[config.mk]
export PLATFORM = sky130hd
export DESIGN_NAME = fetch_unit
export DESIGN_NICKNAME = d
export VERILOG_FILES = /design/src/rtl/fetch_pkg.sv /design/src/rtl/fetch_unit_flopre.sv /design/src/rtl/fetch_unit.sv
export SDC_FILE = /design/constraint.sdc
export NUM_CORES = 1
export LEC_CHECK = 0
export ABC_AREA = 1
export CORE_AREA = 2 2 127 129
export CTS_BUF_LIST = sky130_fd_sc_hd__clkbuf_8
export CTS_CLUSTER_SIZE = 20
export DETAILED_ROUTE_END_ITERATION = 10
export DIE_AREA = 0 0 129 131
export GPL_TIMING_DRIVEN = 0
export PLACE_DENSITY_LB_ADDON = 0.08
export SLEW_MARGIN = 5
export SYNTH_ARGS = -nofsm -noshare
export SYNTH_HDL_FRONTEND = slang
export SYNTH_SLANG_ARGS = --single-unit
[constraint.sdc]
create_clock -name clk -period 2.3 [get_ports clk]
set_input_delay 0.46 -clock clk [delete_from_list [all_inputs] [get_ports clk]]
set_output_delay 0.46 -clock clk [all_outputs]
set_load 0.05 [all_outputs]
[src/rtl/fetch_pkg.sv]
// Shared types and constants for the LEGv8 instruction-fetch stage.
package fetch_pkg;
    localparam int INSTR_W = 32;
    localparam int PC_INC  = 4;

    typedef enum logic [1:0] {
        S_REQ   = 2'd0,
        S_VALID = 2'd1,
        S_TRAP  = 2'd2
    } fetch_state_t;
endpackage

[src/rtl/fetch_unit_flopre.sv]
// N-bit register with synchronous reset to a parameterised value and load enable.
module flopre #(
    parameter int           N       = 64,
    parameter logic [N-1:0] RST_VAL = '0
) (
    input  logic         clk,
    input  logic         reset,
    input  logic         en,
    input  logic [N-1:0] d,
    output logic [N-1:0] q
);
    always_ff @(posedge clk) begin
        if (reset)   q <= RST_VAL;
        else if (en) q <= d;
    end
endmodule

[src/rtl/fetch_unit.sv]
// Instruction fetch: PC register, next-PC select, imem req/ack and a held instruction for decode.
// Define FETCH_MISALIGN_TRAP_EN to trap on a misaligned next PC (adds fetch_fault).
module fetch_unit
    import fetch_pkg::*;
#(
    parameter int           N        = 64,
    parameter logic [N-1:0] PC_RESET = '0
) (
    input  logic               clk,
    input  logic               reset,
    input  logic [N-1:0]       PCBranch,
    input  logic [N-1:0]       BranchReg,
    input  logic               PCSrc,
    input  logic               BranchSrc,
    output logic               imem_req,
    output logic [N-1:0]       imem_addr,
    input  logic               imem_ack,
    input  logic [INSTR_W-1:0] imem_rdata,
    output logic               instr_valid,
    input  logic               instr_ready,
    output logic [INSTR_W-1:0] instr,
    output logic [N-1:0]       pc
`ifdef FETCH_MISALIGN_TRAP_EN
    ,
    output logic               fetch_fault
`endif
);
    fetch_state_t state_q, state_d;
    logic [N-1:0] pc_d;
    logic         advance;
    logic         capture;

    assign advance = (state_q == S_VALID) && instr_ready;
    assign capture = (state_q == S_REQ) && imem_ack;

    // Branch controls are only meaningful at the advance edge; pc_en masks them otherwise.
    always_comb begin
        pc_d = pc + N'(PC_INC);
        if (PCSrc) pc_d = BranchSrc ? BranchReg : PCBranch;
    end

    always_comb begin
        state_d = state_q;
        case (state_q)
            S_REQ:   if (imem_ack) state_d = S_VALID;
            S_VALID: begin
                if (instr_ready) begin
`ifdef FETCH_MISALIGN_TRAP_EN
                    state_d = (pc_d[1:0] != 2'b00) ? S_TRAP : S_REQ;
`else
                    state_d = S_REQ;
`endif
                end
            end
`ifdef FETCH_MISALIGN_TRAP_EN
            S_TRAP:  state_d = S_TRAP;
`endif
            default: state_d = S_REQ;
        endcase
    end

    always_ff @(posedge clk) begin
        if (reset) state_q <= S_REQ;
        else       state_q <= state_d;
    end

    flopre #(.N(N), .RST_VAL(PC_RESET)) u_pc (
        .clk   (clk),
        .reset (reset),
        .en    (advance),
        .d     (pc_d),
        .q     (pc)
    );

    flopre #(.N(INSTR_W), .RST_VAL('0)) u_instr (
        .clk   (clk),
        .reset (reset),
        .en    (capture),
        .d     (imem_rdata),
        .q     (instr)
    );

    // Request is masked during the reset cycle so a pending fetch is abandoned immediately.
    assign imem_req    = (state_q == S_REQ) && !reset;
    assign imem_addr   = pc;
    assign instr_valid = (state_q == S_VALID);
`ifdef FETCH_MISALIGN_TRAP_EN
    assign fetch_fault = (state_q == S_TRAP);
`endif
endmodule

==> flow_summary.ini <==
[worst_setup_path]
path_cells = buf_4, clkdlybuf4s50_1
r2r_cells = 5
cp.depth = 2
r2r-start = state_q[0]
slowest_stage = clkdlybuf4s50_1
path_max_fanout = 6
crit_family = buffers and inverters
critPathBufInv = 2
cp.arrival_ns = 1.81
path_class = flop to output port
rrSetupSlack_ns = 0.24
critical-path-max-stage-delay_ns = 0.84
critPathCaptureType = output port
startpoint = u_pc.q[62]
worstReg2RegEnd = u_pc.q[18]
endpoint = pc[62]
worstSetupStartpointType = flop
cp.required_ns = 1.84

[clocking]
cts.sinks = 97
cts_root_buf = clkbuf_8
clock_path_buffers = 2
clkLatencyLatePin_ns = 0.40
clk_pin_slew_ns = 0.10
cts_buffers = 9
cts-htree-levels = 3
cts_tree = done
cts_setup_buffers = 0

[logic_synthesis]
yosys-top-cells-area = dfxtp_1, nand2_1, nor2_1
synth_compound_area_share_pct = 18.9
synthAdderAreaFrac_pct = 0.178
synth_top_family_by_area = simple AND/OR/NAND/NOR gates
synth_top_cell_area_share_pct = 27.7
ys_types = 32
ys_seq_area_share_pct = 27.7
syn_area_per_cell_um2 = 5.94
syn-num-nets = 1348
synth-simple-area-share_pct = 37.6
synth_seq_cells = 97
synth_top_cell_by_area = dfxtp_1
synth_area_um2 = 7020
yosys_warnings = 0
netlist_instances = 1181
synthMuxAreaShare_pct = 0
synth-xor-area-share_pct = 2.50

[global_route]
track_usage_pct = 31.7
overflow = 0
grt_pass1_wl_mm = 41.5
grt_pass1_vias = 7894
grt_start_max_net_pins = 17
antenna_found_initial = 0

[timing]
maxSlewHeadroom_pct = 47.8
slew_violations = 0
holdWs_ns = 0.521
tightest_slew_ns = 0.784
tns_ns = 0
setup_violations = 0
rsz0062_at_grt = false
clock_skew_ns = 0.0202
fin_crit_ns = 2.27
finalCritPeriodShare_pct = 98.5
fmax_ghz = 0.441
hold_viol = 0
setup_slack_ns = 0.0343

[layout]
layout.cells.non_filler = 1738
utilization_pct = 69.3
multi_input_area_um2 = 4150
register_area_um2 = 1940
num-fill-cells = 1428
final_nets = 1684
area_growth_pct = 53.9
antenna_cells = 0
drive_gt1_share_pct = 8.61

[floorplanning]
start_util_pct = 45.0
num_rows = 46
die_h_um = 131
dieArea_um2 = 16900
core-area_um2 = 15600
die_w_um = 129
io_pins = 328

[place]
place_ws_ns = -0.256
dp_hpwl_mm = 22.1
dp.cells = 1723
port_buffers = 326
place_congestion = 1.05

[power]
pwr-share-comb_pct = 36.9
swShare_pct = 38.2
switchingPower_w = 0.00196
leakagePower_nw = 4.93
clkPwrFrac_pct = 24.9
sequentialPowerShare_pct = 38.2
intPower_w = 0.00317
peakVddDrop_v = 0.000476
power_density_nw_per_um2 = 475

[hold_path]
min_from = u_instr.q[3]
min_path_type = flop to flop

[detailed_routing]
vias_per_cell = 5.10
wire_per_inst_um = 15.8
routed_wl_mm = 27.4
ant_nets = 0
drt_iter0_drc = 646
dr.pass1.iters = 5
vias = 8860
drc = 0

[status]
status = completed

[run]
max_cap_viol_count = 0
-- cell families (layout without fill, tap and decap cells) --
kind of cell	count (synthesis)	in the layout
AOI/OAI and AO/OA	250	250
xor gates and xnor gates	20	20
adders and majority gates	1	1
buffers and inverters	181	522
DFF	97	97
and+or+nand+nor	632	632
-- registers in the layout, summed over array words and instances (netlist names) --
register	cells
state_q	1
u_instr.q	32
u_pc.q	64
-- how the worst min path moves through the flow --
stage | to | cells after the start | slack (ns)
after CTS | u_instr.q[22] | 2 | 0.53
after global placement | u_instr.q[1] | 2 | 0.49
final | u_instr.q[3] | 2 | 0.52
after global routing | u_instr.q[8] | 2 | 0.56
after detailed placement | u_instr.q[3] | 2 | 0.50
after floorplan | u_pc.q[4] | 1 | 0.54
-- per-stage QoR --
| stage | total power, W | cell area (um^2) |
|---|---|---|
| 3_3_place_gp | 0.00389 | 10600 |
| 5_1_grt | 0.00533 | 10800 |
| 3_5_place_dp | 0.00391 | 10600 |
| 6_report | 0.00513 | 10800 |
| 4_1_cts | 0.00515 | 10700 |
| 2_1_floorplan | 0.00309 | 7020 |
-- cell usage after synthesis --
library cell / number
nor2_1: 201
nand3_2: 2
a211oi_1: 1
o21bai_2: 2
inv_2: 5
ha_1: 1
nand2_4: 5
nor2_8: 2
xor2_1: 4
buf_2: 7
buf_4: 64
dfxtp_1: 97
nand4_1: 6
nand3b_1: 2
nand2_1: 331
nand3_1: 54
nor2_4: 5
a31oi_1: 15
xnor2_1: 16
clkbuf_1: 44
inv_1: 57
nand2_2: 10
a221oi_1: 1
o21ai_0: 120
nor3_1: 4
a21oi_2: 3
a21oi_1: 97
buf_1: 4
or2_2: 2
o21bai_1: 10
o21ai_1: 1
nor2_2: 8
-- placed cells by master (no fill, tap or decap), types with 2 or more instances in the layout --
cell | synthesis | routed
nand2_1 | 331 | 331
clkdlybuf4s50_1 | 0 | 277
nor2_1 | 201 | 201
o21ai_0 | 120 | 120
a21oi_1 | 97 | 97
dfxtp_1 | 97 | 97
buf_4 | 64 | 64
inv_1 | 57 | 57
nand3_1 | 54 | 54
clkbuf_1 | 44 | 43
dlymetal6s2s_1 | 0 | 27
dlygate4sd2_1 | 0 | 22
xnor2_1 | 16 | 16
a31oi_1 | 15 | 15
nand2_2 | 10 | 10
o21bai_1 | 10 | 10
clkbuf_8 | 0 | 9
nor2_2 | 8 | 8
buf_2 | 7 | 7
nand4_1 | 6 | 6
inv_2 | 5 | 5
nor2_4 | 5 | 5
nand2_4 | 5 | 5
nor3_1 | 4 | 4
xor2_1 | 4 | 4
buf_1 | 4 | 4
a21oi_2 | 3 | 3
clkinv_2 | 0 | 3
or2_2 | 2 | 2
nand3b_1 | 2 | 2
nor2_8 | 2 | 2
o21bai_2 | 2 | 2
nand3_2 | 2 | 2
bufinv_16 | 0 | 2
-- power by group through the flow --
| stage | sequential, W | combinational [W] | clock, W |
|---|---|---|---|
| floorplan | 0.00235 | 0.000741 | 0 |
| global placement | 0.00199 | 0.00190 | 0 |
| detailed placement | 0.00199 | 0.00191 | 0 |
| CTS | 0.00196 | 0.00190 | 0.00129 |
| global route | 0.00198 | 0.00202 | 0.00134 |
| finish | 0.00196 | 0.00190 | 0.00128 |
-- routing by layer --
layer / part of all wire, % / track usage, % / up-vias
met2: 47 / 53.6 / 405
met3: 11 / 9.12 / 59
met1: 39 / 38.4 / 3979
li1: - / - / 4417
met5: 0 / 0 / -
met4: 3.2 / 11.6 / 0
-- cell type report --
cell class | count | area share [%]
flip-flops and latches | 97 | 18.0
clock inverters | 7 | 0.857
clock buffers | 9 | 1.15
inverters | 62 | 2.15
repair buffers | 326 | 30.6
well taps | 216 | 2.50
multi-input cells | 903 | 38.4
plain buffers | 118 | 6.40
-- timing repair --
item,CTS,global route
gates resized for setup,22,27
cloned,0,0
hold buffers,0,0
endpoints found under the setup margin,22,34
-- worst min-delay path: cells and delay by family (launching register included) --
family,cells,cell delay (ns)
DFF,1,0.33
AOI/OAI and AO/OA,1,0.08
and+or+nand+nor,1,0.08
Note: power is estimated with default switching activity, not from simulation.
